<file path="config.mk">
export PLATFORM = sky130hd
export DESIGN_NAME = top_field_writer_flat
export DESIGN_NICKNAME = d
export VERILOG_FILES = /design/src/rtl/top_field_writer_if.sv /design/src/rtl/top_field_writer.sv /design/src/flat_wrapper.sv
export SDC_FILE = /design/constraint.sdc
export NUM_CORES = 2
export LEC_CHECK = 0
export BUFFER_PORTS_ARGS = -buffer_cell sky130_fd_sc_hd__buf_2
export CORE_MARGIN = 10
export CORE_UTILIZATION = 57
export CTS_CLUSTER_SIZE = 8
export DETAILED_ROUTE_END_ITERATION = 10
export PLACE_DENSITY = 0.81
export SLEW_MARGIN = 10
export SYNTH_ARGS = -nofsm -noshare
export SYNTH_HDL_FRONTEND = slang
export SYNTH_SLANG_ARGS = --single-unit
</file>
<file path="constraint.sdc">
create_clock -name clk -period 6.6 [get_ports clk]
set_input_delay 1.32 -clock clk [delete_from_list [all_inputs] [get_ports clk]]
set_output_delay 1.32 -clock clk [all_outputs]
set_load 0.03 [all_outputs]
</file>
<file path="src/rtl/top_field_writer_if.sv">
// Field-writer bus: walker-side request/status signals plus the byte-lane DRAM write port.
// slave is the writer's view, master is the view of whatever drives it (walker + DRAM model).
interface top_field_writer_if #(
    parameter int LANES  = 8,
    parameter int ADDR_W = 64,
    parameter int FNUM_W = 29
);
    logic                          en;
    logic [FNUM_W-1:0]             field_num;
    logic [4:0]                    field_type;
    logic [63:0]                   value;
    logic [ADDR_W-1:0]             dst_addr;
    logic [LANES-1:0]              dram_en;
    logic [LANES-1:0][ADDR_W-1:0]  dram_addr;
    logic [LANES-1:0][7:0]         dram_data;
    logic                          dram_rdwr;
    logic                          dram_ready;
    logic                          busy;
    logic                          done;
    logic                          error;
    logic [3:0]                    bytes_written;

    modport slave (
        input  en, field_num, field_type, value, dst_addr, dram_ready,
        output dram_en, dram_addr, dram_data, dram_rdwr, busy, done, error, bytes_written
    );

    modport master (
        output en, field_num, field_type, value, dst_addr, dram_ready,
        input  dram_en, dram_addr, dram_data, dram_rdwr, busy, done, error, bytes_written
    );
endinterface

</file>
<file path="src/rtl/top_field_writer.sv">
// Serialises one protobuf field (tag varint + payload, up to 15 B) into LANES-wide DRAM beats.
// Latency en->done = 2 + beats; a beat is held stable until dram_ready, new en only taken in IDLE.
module top_field_writer #(
    parameter int LANES  = 8,
    parameter int ADDR_W = 64,
    parameter int FNUM_W = 29
) (
    input  logic              clk,
    input  logic              reset,
    top_field_writer_if.slave bus
);
    localparam int BUF_B = 15;

    typedef enum logic [1:0] {S_IDLE, S_ENC, S_WR, S_DONE} state_t;

    state_t                        r_state;
    logic [FNUM_W-1:0]             r_num;
    logic [4:0]                    r_type;
    logic [63:0]                   r_val;
    logic [ADDR_W-1:0]             r_dst;
    logic [BUF_B-1:0][7:0]         r_buf;
    logic [3:0]                    r_len;
    logic [3:0]                    r_beat;
    logic [LANES-1:0]              r_dram_en;
    logic [LANES-1:0][ADDR_W-1:0]  r_dram_addr;
    logic [LANES-1:0][7:0]         r_dram_data;
    logic                          r_rdwr;
    logic                          r_busy;
    logic                          r_done;
    logic                          r_error;
    logic [3:0]                    r_bw;

    logic                          w_err;
    logic                          w_fixed;
    logic [2:0]                    w_wt;
    logic [3:0]                    w_fix_len;
    logic [63:0]                   w_pay;
    logic [63:0]                   w_tag;
    logic [3:0]                    w_tag_len;
    logic [3:0]                    w_pay_len;
    logic [79:0]                   w_pay_v;
    logic [3:0]                    w_len;
    logic [BUF_B-1:0][7:0]         w_rec;
    logic [BUF_B-1:0][7:0]         w_src;
    logic [3:0]                    w_src_len;
    logic [7:0]                    w_base;
    logic                          w_last;
    logic [LANES-1:0]              w_beat_en;
    logic [LANES-1:0][ADDR_W-1:0]  w_beat_addr;
    logic [LANES-1:0][7:0]         w_beat_data;

    function automatic logic [3:0] varint_len(input logic [63:0] v);
        logic [3:0] n;
        n = 4'd1;
        for (int g = 1; g < 10; g++) begin
            if ((v >> (7 * g)) != 64'd0) n = 4'(g + 1);
        end
        return n;
    endfunction

    // Groups past the encoded length come out as zero bytes, so records can be OR-merged.
    function automatic logic [9:0][7:0] varint_bytes(input logic [63:0] v);
        logic [9:0][7:0] b;
        logic [3:0]      n;
        n = varint_len(v);
        for (int g = 0; g < 10; g++) begin
            b[g] = {(4'(g + 1) < n), 7'(v >> (7 * g))};
        end
        return b;
    endfunction

    always_comb begin
        w_err     = 1'b0;
        w_fixed   = 1'b0;
        w_wt      = 3'd0;
        w_fix_len = 4'd0;
        w_pay     = r_val;
        case (r_type)
            5'd3, 5'd4:   w_pay = r_val;
            5'd5, 5'd14:  w_pay = {{32{r_val[31]}}, r_val[31:0]};
            5'd13:        w_pay = {32'd0, r_val[31:0]};
            5'd8:         w_pay = {63'd0, (r_val != 64'd0)};
            5'd17:        w_pay = {32'd0, (r_val[31:0] << 1) ^ {32{r_val[31]}}};
            5'd18:        w_pay = (r_val << 1) ^ {64{r_val[63]}};
            5'd1, 5'd6, 5'd16: begin
                w_fixed = 1'b1; w_wt = 3'd1; w_fix_len = 4'd8;
            end
            5'd2, 5'd7, 5'd15: begin
                w_fixed = 1'b1; w_wt = 3'd5; w_fix_len = 4'd4;
                w_pay = {32'd0, r_val[31:0]};
            end
            default:      w_err = 1'b1;
        endcase
        if (r_num == '0) w_err = 1'b1;

        w_tag     = 64'({r_num, w_wt});
        w_tag_len = varint_len(w_tag);
        w_pay_len = w_fixed ? w_fix_len : varint_len(w_pay);
        w_pay_v   = w_fixed ? {16'd0, w_pay} : varint_bytes(w_pay);
        w_len     = w_tag_len + w_pay_len;
        w_rec     = 120'(varint_bytes(w_tag)) | (120'(w_pay_v) << (8 * w_tag_len));
    end

    // In ENC the first beat is cut straight from the fresh record; in WR the next beat from r_buf.
    always_comb begin
        w_src     = (r_state == S_ENC) ? w_rec : r_buf;
        w_src_len = (r_state == S_ENC) ? w_len : r_len;
        w_base    = (r_state == S_ENC) ? 8'd0 : 8'(r_beat + 4'd1) * 8'(LANES);
        w_last    = (w_base >= {4'd0, r_len});
        for (int i = 0; i < LANES; i++) begin
            w_beat_en[i]   = 1'b0;
            w_beat_addr[i] = '0;
            w_beat_data[i] = 8'd0;
            if ((w_base + 8'(i)) < {4'd0, w_src_len}) begin
                w_beat_en[i]   = 1'b1;
                w_beat_addr[i] = r_dst + ADDR_W'(w_base + 8'(i));
                w_beat_data[i] = w_src[4'(w_base + 8'(i))];
            end
        end
    end

    always_ff @(posedge clk) begin
        if (reset) begin
            r_state     <= S_IDLE;
            r_num       <= '0;
            r_type      <= '0;
            r_val       <= '0;
            r_dst       <= '0;
            r_buf       <= '0;
            r_len       <= '0;
            r_beat      <= '0;
            r_dram_en   <= '0;
            r_dram_addr <= '0;
            r_dram_data <= '0;
            r_rdwr      <= 1'b0;
            r_busy      <= 1'b0;
            r_done      <= 1'b0;
            r_error     <= 1'b0;
            r_bw        <= '0;
        end else begin
            case (r_state)
                S_IDLE: begin
                    if (bus.en) begin
                        r_num   <= bus.field_num;
                        r_type  <= bus.field_type;
                        r_val   <= bus.value;
                        r_dst   <= bus.dst_addr;
                        r_busy  <= 1'b1;
                        r_bw    <= '0;
                        r_state <= S_ENC;
                    end
                end
                S_ENC: begin
                    if (w_err) begin
                        r_busy  <= 1'b0;
                        r_done  <= 1'b1;
                        r_error <= 1'b1;
                        r_state <= S_DONE;
                    end else begin
                        r_buf       <= w_rec;
                        r_len       <= w_len;
                        r_beat      <= '0;
                        r_dram_en   <= w_beat_en;
                        r_dram_addr <= w_beat_addr;
                        r_dram_data <= w_beat_data;
                        r_rdwr      <= 1'b1;
                        r_state     <= S_WR;
                    end
                end
                S_WR: begin
                    if (bus.dram_ready) begin
                        if (w_last) begin
                            r_dram_en   <= '0;
                            r_dram_addr <= '0;
                            r_dram_data <= '0;
                            r_rdwr      <= 1'b0;
                            r_busy      <= 1'b0;
                            r_done      <= 1'b1;
                            r_bw        <= r_len;
                            r_state     <= S_DONE;
                        end else begin
                            r_beat      <= r_beat + 4'd1;
                            r_dram_en   <= w_beat_en;
                            r_dram_addr <= w_beat_addr;
                            r_dram_data <= w_beat_data;
                        end
                    end
                end
                default: begin
                    r_done  <= 1'b0;
                    r_error <= 1'b0;
                    r_state <= S_IDLE;
                end
            endcase
        end
    end

    assign bus.dram_en       = r_dram_en;
    assign bus.dram_addr     = r_dram_addr;
    assign bus.dram_data     = r_dram_data;
    assign bus.dram_rdwr     = r_rdwr;
    assign bus.busy          = r_busy;
    assign bus.done          = r_done;
    assign bus.error         = r_error;
    assign bus.bytes_written = r_bw;
endmodule

</file>
<file path="src/flat_wrapper.sv">
// flat-port wrapper written by rule: the top's interface ports become plain ports
module top_field_writer_flat 
#(
    parameter int LANES  = 8,
    parameter int ADDR_W = 64,
    parameter int FNUM_W = 29
)
  (clk, reset, bus_en, bus_field_num, bus_field_type, bus_value, bus_dst_addr, bus_dram_ready, bus_dram_en, bus_dram_addr, bus_dram_data, bus_dram_rdwr, bus_busy, bus_done, bus_error, bus_bytes_written);
  top_field_writer_if #(.LANES(LANES), .ADDR_W(ADDR_W), .FNUM_W(FNUM_W)) bus_i ();
  input  logic clk;
  input  logic reset;
  input wire logic [$bits(bus_i.en)-1:0] bus_en;
  input wire logic [$bits(bus_i.field_num)-1:0] bus_field_num;
  input wire logic [$bits(bus_i.field_type)-1:0] bus_field_type;
  input wire logic [$bits(bus_i.value)-1:0] bus_value;
  input wire logic [$bits(bus_i.dst_addr)-1:0] bus_dst_addr;
  input wire logic [$bits(bus_i.dram_ready)-1:0] bus_dram_ready;
  output wire logic [$bits(bus_i.dram_en)-1:0] bus_dram_en;
  output wire logic [$bits(bus_i.dram_addr)-1:0] bus_dram_addr;
  output wire logic [$bits(bus_i.dram_data)-1:0] bus_dram_data;
  output wire logic [$bits(bus_i.dram_rdwr)-1:0] bus_dram_rdwr;
  output wire logic [$bits(bus_i.busy)-1:0] bus_busy;
  output wire logic [$bits(bus_i.done)-1:0] bus_done;
  output wire logic [$bits(bus_i.error)-1:0] bus_error;
  output wire logic [$bits(bus_i.bytes_written)-1:0] bus_bytes_written;
  assign bus_i.en = bus_en;
  assign bus_i.field_num = bus_field_num;
  assign bus_i.field_type = bus_field_type;
  assign bus_i.value = bus_value;
  assign bus_i.dst_addr = bus_dst_addr;
  assign bus_i.dram_ready = bus_dram_ready;
  assign bus_dram_en = bus_i.dram_en;
  assign bus_dram_addr = bus_i.dram_addr;
  assign bus_dram_data = bus_i.dram_data;
  assign bus_dram_rdwr = bus_i.dram_rdwr;
  assign bus_busy = bus_i.busy;
  assign bus_done = bus_i.done;
  assign bus_error = bus_i.error;
  assign bus_bytes_written = bus_i.bytes_written;
  top_field_writer #(.LANES(LANES), .ADDR_W(ADDR_W), .FNUM_W(FNUM_W)) u_core (.clk(clk), .reset(reset), .bus(bus_i));
endmodule
</file>
Yosys cells after proc, flatten, opt, wreduce, memory -nomap -nowiden
Cells that the tools add are included.
{"block": "word_totals", "mem_bits_ro": 0, "latchBits": 0, "wordCells": 271, "mem_bits_rw": 0, "n_memories": 0, "reg_bits": 884, "input_bits": 166}
{"block": "op_classes", "eq_ne": 22, "reduce_logical": 35, "n_mul": 0, "n_shift": 1, "n_mux": 101, "bitwise_logic": 6, "div_mod_pow": 0, "addsub": 25, "order_cmp": 37}
{"operator": "2-to-1 mux 512 bit", "count": 3}
{"operator": "one-hot mux 512 bit (2 select lines)", "count": 1}
{"operator": "nonzero test 64 bit", "count": 13}
{"operator": "2-to-1 mux 64 bit", "count": 11}
{"operator": "adder 64 bit", "count": 7}
{"operator": "one-hot mux 64 bit (5 select lines)", "count": 1}
{"operator": "binary-select mux 8 bit (select 4 bit)", "count": 8}
{"operator": "2-to-1 mux 8 bit", "count": 20}
{"operator": "one-hot mux 64 bit (2 select lines)", "count": 1}
{"operator": "2-to-1 mux 120 bit", "count": 1}
{"operator": "bitwise OR 80 x 120 -> 120 bit", "count": 1}
{"operator": "<< shifter 80 x 7 -> 120 bit", "count": 1}
{"operator": "2-to-1 mux 80 bit", "count": 1}
{"operator": "2-to-1 mux 4 bit", "count": 18}
{"operator": "adder 64 x 8 -> 64 bit", "count": 1}
{"operator": "< comparator 8 x 4 -> 1 bit", "count": 8}
{"operator": "XOR 64 bit", "count": 1}
{"operator": "< comparator 4 x 5 -> 1 bit, second input constant", "count": 8}
{"operator": "adder 8 x 3 -> 9 bit, second input constant", "count": 4}
{"operator": "adder 8 x 3 -> 8 bit, second input constant", "count": 4}
{"operator": "< comparator 3 x 4 -> 1 bit, first input constant", "count": 8}
{"operator": "XOR 32 bit", "count": 1}
{"operator": "zero test 29 bit", "count": 1}
{"operator": "< comparator 4 bit, first input constant", "count": 6}
{"operator": "other kinds (40)", "count": 98}

Depth between registers and ports, before layout
{"block": "depth", "word_depth": 24, "depth_mapped": 28, "ltp_nobuf": 24}

Worst setup path before layout
No wires, ideal clock.
{"block": "synth_path", "kind": "register to register", "start": "register u_core.r_type[0]", "end": "register u_core.r_dram_data (netlist bit u_core.bus.dram_data[51])", "period_less_slack_ns": 5.718, "path_stages_with_launch": 27, "path_slack_ns": 0.882, "arrival_time_ns": 5.644, "path_cell_list": "dfxtp_1 or4b_1 buf_2 nor2_8 nor3_2 buf_6 a221o_1 or3_1 nor3_1 nor3b_1 o21a_1 o21a_1 ha_1 a21o_1 a21oi_1 xor2_1 a21o_1 inv_1 ha_1 and2_1 or3_1 clkbuf_1 nor2_1 o21ai_0 nor2_1 o21ai_0 o21ai_0"}
{"block": "synth_via", "elab_chain_len": 21, "word_cells_on_any_way": 59}
{"element": "start: declaration", "line": "top_field_writer.sv:18", "source": "logic [4:0] r_type;"}
{"element": "start signal: assignment", "line": "top_field_writer.sv:145", "source": "r_type <= bus.field_type;"}
{"element": "== test 5 x 4 -> 1 bit, or another cell as far along", "line": "top_field_writer.sv:78", "source": "case (r_type)"}
{"element": "OR reduction 4 bit (no line) / OR reduction 2 bit (equally long branches)"}
{"element": "one-hot mux 64 bit (5 select lines)", "line": "top_field_writer.sv:78"}
{"element": "nonzero test 64 bit", "line": "top_field_writer.sv:56", "source": "if ((v >> (7 * g)) != 64'd0) n = 4'(g + 1);"}
{"element": "2-to-1 mux 2 bit (2 in series)", "line": "top_field_writer.sv:56"}
{"element": "2-to-1 mux 4 bit (7 in series)", "line": "top_field_writer.sv:56"}
{"element": "2-to-1 mux 4 bit", "line": "top_field_writer.sv:98", "source": "w_pay_len = w_fixed ? w_fix_len : varint_len(w_pay);"}
{"element": "adder 4 bit", "line": "top_field_writer.sv:100", "source": "w_len = w_tag_len + w_pay_len;"}
{"element": "2-to-1 mux 4 bit", "line": "top_field_writer.sv:107", "source": "w_src_len = (r_state == S_ENC) ? w_len : r_len;"}
{"element": "< comparator 8 x 4 -> 1 bit", "line": "top_field_writer.sv:114", "source": "if ((w_base + 8'(i)) < {4'd0, w_src_len}) begin"}
{"element": "2-to-1 mux 8 bit", "line": "top_field_writer.sv:114"}
{"element": "2-to-1 mux 64 bit", "line": "top_field_writer.sv:172", "source": "if (w_last) begin"}
{"element": "2-to-1 mux 64 bit", "line": "top_field_writer.sv:171", "source": "if (bus.dram_ready) begin"}
{"element": "one-hot mux 64 bit (2 select lines)", "line": "top_field_writer.sv:141", "source": "case (r_state)"}
{"element": "end signal: assignment", "line": "top_field_writer.sv:165", "source": "r_dram_data <= w_beat_data;"}
{"element": "end signal: assignment", "line": "top_field_writer.sv:185", "source": "r_dram_data <= w_beat_data;"}
{"element": "end: declaration", "line": "top_field_writer.sv:26", "source": "logic [LANES-1:0][7:0] r_dram_data;"}
Parallel ways exist; a longest one is shown, timed or not. The select of a mux whose other input is x is not followed.
A chain may end at the register's enable or synchronous reset.

Worst setup path after layout
{"block": "layout_path", "start": "register u_core.r_type[1]", "end": "register u_core.r_dram_addr (netlist bit u_core.bus.dram_addr[308])"}
{"block": "layout_via", "elab_chain_len": 21, "word_cells_on_any_way": 53}
{"element": "== test 5 x 4 -> 1 bit, or another cell as far along", "line": "top_field_writer.sv:78"}
{"element": "OR reduction 4 bit (no line) / OR reduction 2 bit (equally long branches)"}
{"element": "one-hot mux 64 bit (5 select lines)", "line": "top_field_writer.sv:78"}
{"element": "nonzero test 64 bit", "line": "top_field_writer.sv:56"}
{"element": "2-to-1 mux 2 bit (2 in series)", "line": "top_field_writer.sv:56"}
{"element": "2-to-1 mux 4 bit (7 in series)", "line": "top_field_writer.sv:56"}
{"element": "2-to-1 mux 4 bit", "line": "top_field_writer.sv:98"}
{"element": "adder 4 bit", "line": "top_field_writer.sv:100"}
{"element": "2-to-1 mux 4 bit", "line": "top_field_writer.sv:107"}
{"element": "< comparator 8 x 4 -> 1 bit", "line": "top_field_writer.sv:114"}
{"element": "2-to-1 mux 64 bit", "line": "top_field_writer.sv:114"}
{"element": "2-to-1 mux 512 bit", "line": "top_field_writer.sv:172"}
{"element": "2-to-1 mux 512 bit", "line": "top_field_writer.sv:171"}
{"element": "one-hot mux 512 bit (2 select lines)", "line": "top_field_writer.sv:141"}
{"element": "end signal: assignment", "line": "top_field_writer.sv:164", "source": "r_dram_addr <= w_beat_addr;"}
{"element": "end signal: assignment", "line": "top_field_writer.sv:184", "source": "r_dram_addr <= w_beat_addr;"}
{"element": "end: declaration", "line": "top_field_writer.sv:25", "source": "logic [LANES-1:0][ADDR_W-1:0] r_dram_addr;"}
Parallel ways exist; a longest one is shown, timed or not. The select of a mux whose other input is x is not followed.

==> out/summary.txt <==
first drt pass iteration count = 10
Synth top area share = 0.392
Design Area, Final = 53200 um^2
Flop pwr share = 0.310
HPWL after detailed placement = 167000 um
power share of the combinational group = 0.434
Cell Chain, Critical Path = or4b_1 > o211ai_1 > nor3_1 > or4_1 > nor4_2 > o21ai_0 > nand2b_1 > a31oi_1 > ha_1 > a21o_1 > a21oi_1 > xor2_1 > a21o_1 > inv_1 > ha_1 > and2_1 > or3_1 > or2_1 > buf_4 > nor2_4 > buf_12 > a22oi_1 > nor2_1
Yosys reg bits = 884
Layout fillers = 6519
Num CTS Buffers = 120
share of the yosys chip area belonging to registers = 0.392
Post-Syn Area = 45200 um^2
via count = 49400
share of post-route cells with drive strength above 1 = 0.183
Pint = 11.8 mW
Final setup viols = 0
Max Root-Sink Buffers = 3
failing checks = capacitance limit
maximum vdd drop = 0.000611 V
drc violations = 0
IO Port Bufs = 757
Initial Util = 0.574
Die Height = 301 um
fmax = 157 MHz
Post-synth EDFFs = 0
register area = 17700 um^2
multi-input logic area = 25500 um^2
post-layout minimum cycle time = 6370 ps
Final period util = 0.965
GRT Total Usage = 0.471
Ys Warns = 0
CP max stage delay = 620 ps
max-cap viol count = 1
Core Area = 78700 um^2
grt total ovfl = 0
initial antenna violation count = 10
CP endpoint kind = flip-flop
clk slew on worst S/H paths = 50 ps
DP Area = 49900 um^2
Max-slew headroom = 0.0110
drt total wl = 228000 um
biggest area consumer among synthesized cells = dfxtp_1
CP top delay family = simple AND/OR/NAND/NOR gates
Via density = 6.72
first-pass GRT wire length = 319000 um
Clk Latency, worst-skew pair = 730 ps
crit path DAT = 6980 ps
startpoint types = flip-flop
Synth area leaders = dfxtp_1 (39%), a22oi_1 (8.5%), nor2_1 (7.6%)
worst path required time = 7210 ps
CTS tree = built
Pwr Density = 410 nW/um^2
asr flop ratio synth = 0
fin util = 0.676
hold crit path type = flip-flop to flip-flop
DR WL/cell = 31.0 um
LEAKAGE = 22.0 nW
setup slack, reg-to-reg = 230 ps
Mapped Nets = 5947
Psw = 10.0 mW
NumNets Final = 6480
DIE WIDTH = 301 um
final worst slack = 228 ps
Slowest cell on crit path = or4_1
worst slack, placed = 197 ps
Layout Skew = 77.2 ps
critical path class = flip-flop to flip-flop
die area = 90900 um^2
synth unique cells = 84
Avg Synthesized Cell Area = 7.85 um^2
row cnt = 103
vias in the first global route = 44700
worst-margin pin slew = 1480 ps
Synth-to-Final Area Change = 17.9%
Final Slew Violations = 0
largest net degree at the start of global routing = 224
clock power share = 0.256
clk root buf = clkbuf_16
Post-DRT Antenna Nets = 0
CP Max Fanout = 28
final hold violations = 0
Post-Syn Instances = 5751
GPL Wtd Cong = 1.08
most common flop cell mapped by yosys = dfxtp_1
TritonCTS Sinks = 884
CP bufs+invs = 3
I/O pins = 758
H-tree depth = 3
switching share of power = 0.458
outcome = finished with violations
1st-iter DRT viols = 8456
==> cells in the final DEF, fill, tap and decap left out, types with 22 or more instances in the layout <==
| master | Yosys | final |
|---|---|---|
| nor2_1 | 911 | 900 |
| dfxtp_1 | 884 | 880 |
| buf_2 | 41 | 756 |
| nand2_1 | 745 | 743 |
| a22oi_1 | 511 | 511 |
| a21oi_1 | 414 | 413 |
| xnor2_1 | 324 | 324 |
| xor2_1 | 198 | 198 |
| buf_4 | 0 | 146 |
| nor3_1 | 142 | 139 |
| clkbuf_16 | 0 | 122 |
| o21ai_0 | 120 | 119 |
| a211oi_1 | 111 | 111 |
| nand3_1 | 107 | 106 |
| mux2i_1 | 73 | 73 |
| nand4_1 | 50 | 50 |
| and2_1 | 51 | 49 |
| nor2b_1 | 39 | 39 |
| inv_1 | 38 | 37 |
| mux2_2 | 29 | 29 |
| and3_1 | 28 | 27 |
| a221oi_1 | 26 | 26 |
| or3_1 | 27 | 26 |
| o211ai_1 | 26 | 26 |
| ha_1 | 27 | 26 |
| a221o_1 | 23 | 23 |
| nor4_1 | 24 | 22 |
| a31oi_1 | 22 | 22 |
==> worst register-to-register path, cell delays in order (launching register included) <==
cell and delay [ps]:
dfxtp_1 570, or4b_1 590, o211ai_1 330, nor3_1 190, or4_1 620, nor4_2 300
o21ai_0 230, nand2b_1 120, a31oi_1 90, ha_1 240, a21o_1 160, a21oi_1 190
xor2_1 310, a21o_1 190, inv_1 50, ha_1 290, and2_1 160, or3_1 320
or2_1 310, buf_4 200, nor2_4 270, buf_12 270, a22oi_1 160, nor2_1 140
==> repair_timing <==
action	in CTS	in global routing
hold buffers	0	0
buffers inserted	0	3
endpoints found under the setup margin	0	257
resized for setup	0	17
==> through the flow <==
step / setup TNS (ps) / hold WS, ps / total power, mW / instances
3_3_place_gp: 0 / 429 / 15.7 / 7208
2_1_floorplan: 0 / 421 / 12.5 / 5751
6_report: 0 / 452 / 21.8 / 7344
3_5_place_dp: 0 / 440 / 15.8 / 7208
4_1_cts: 0 / 451 / 21.3 / 7338
5_1_grt: -18.3 / 472 / 22.4 / 7343
==> metal layers <==
metal  up-vias  routed length [um]  track usage
met5         -                  76            0
met4        14               18300        0.294
met2      4201               93300        0.683
met1     23100               81300        0.589
li1      21100                   -            -
met3       900               34900        0.169
==> power by group through the flow <==
| stage | Clock, mW | Combinational (mW) | Sequential (mW) |
|---|---|---|---|
| after floorplan | 0 | 5.68 | 6.86 |
| after global placement | 0 | 8.91 | 6.78 |
| after detailed placement | 0 | 8.96 | 6.80 |
| after CTS | 5.53 | 9.03 | 6.70 |
| after global routing | 5.76 | 9.87 | 6.77 |
| final | 5.59 | 9.47 | 6.76 |
==> cells by family after synthesis <==
logic type / Yosys count / synth area share
and+or+nand+nor: 2219 / 0.212
AOI/OAI and AO/OA: 1439 / 0.216
DFF: 884 / 0.392
buffers and inverters: 555 / 0.0474
xor gates and xnor gates: 522 / 0.101
muxes: 102 / 0.0234
adders and majority gates: 30 / 0.00881
==> synth_stat cells (all sizes together) (28+ instances only) <==
| cell type | count |
|---|---|
| buf | 104 |
| xnor2 | 324 |
| nand2 | 745 |
| clkbuf | 410 |
| nand4 | 50 |
| dfxtp | 884 |
| and3 | 28 |
| nor2 | 913 |
| inv | 40 |
| o21ai | 124 |
| nor2b | 39 |
| nand3 | 107 |
| and2 | 52 |
| mux2 | 29 |
| xor2 | 198 |
| a22oi | 511 |
| a21oi | 414 |
| a211oi | 114 |
| mux2i | 73 |
| nor3 | 143 |
==> final timing paths <==
path / to / cells after the start / from
max: u_core.bus.dram_addr[308] / 23 / u_core.r_type[1]
max reg2reg: u_core.bus.dram_addr[308] / 23 / u_core.r_type[1]
min: u_core.r_buf[112] / 2 / u_core.r_buf[112]
min reg2reg: u_core.r_buf[112] / 2 / u_core.r_buf[112]
==> sequential cells by signal (all words and copies together) (netlist names), 2 cells and up <==
signal / count
u_core.r_buf: 120
u_core.r_num: 29
u_core.r_beat: 4
u_core.bus.dram_addr: 512
u_core.r_len: 4
u_core.r_dst: 64
u_core.bus.dram_en: 8
u_core.r_type: 5
u_core.bus.bytes_written: 4
u_core.bus.dram_data: 64
u_core.r_state: 2
u_core.r_val: 64
==> area by class of cell <==
class | instances | area share
Timing Repair Buffer | 925 | 0.100
Tap cell | 1050 | 0.0247
Clock inverter | 5 | 0.00282
Antenna cell | 2 | 0.0000940
Clock buffer | 125 | 0.0572
Inverter | 41 | 0.00289
Sequential cell | 884 | 0.333
Multi-Input combinational cell | 4312 | 0.480
(Power assumes the default switching activity.)
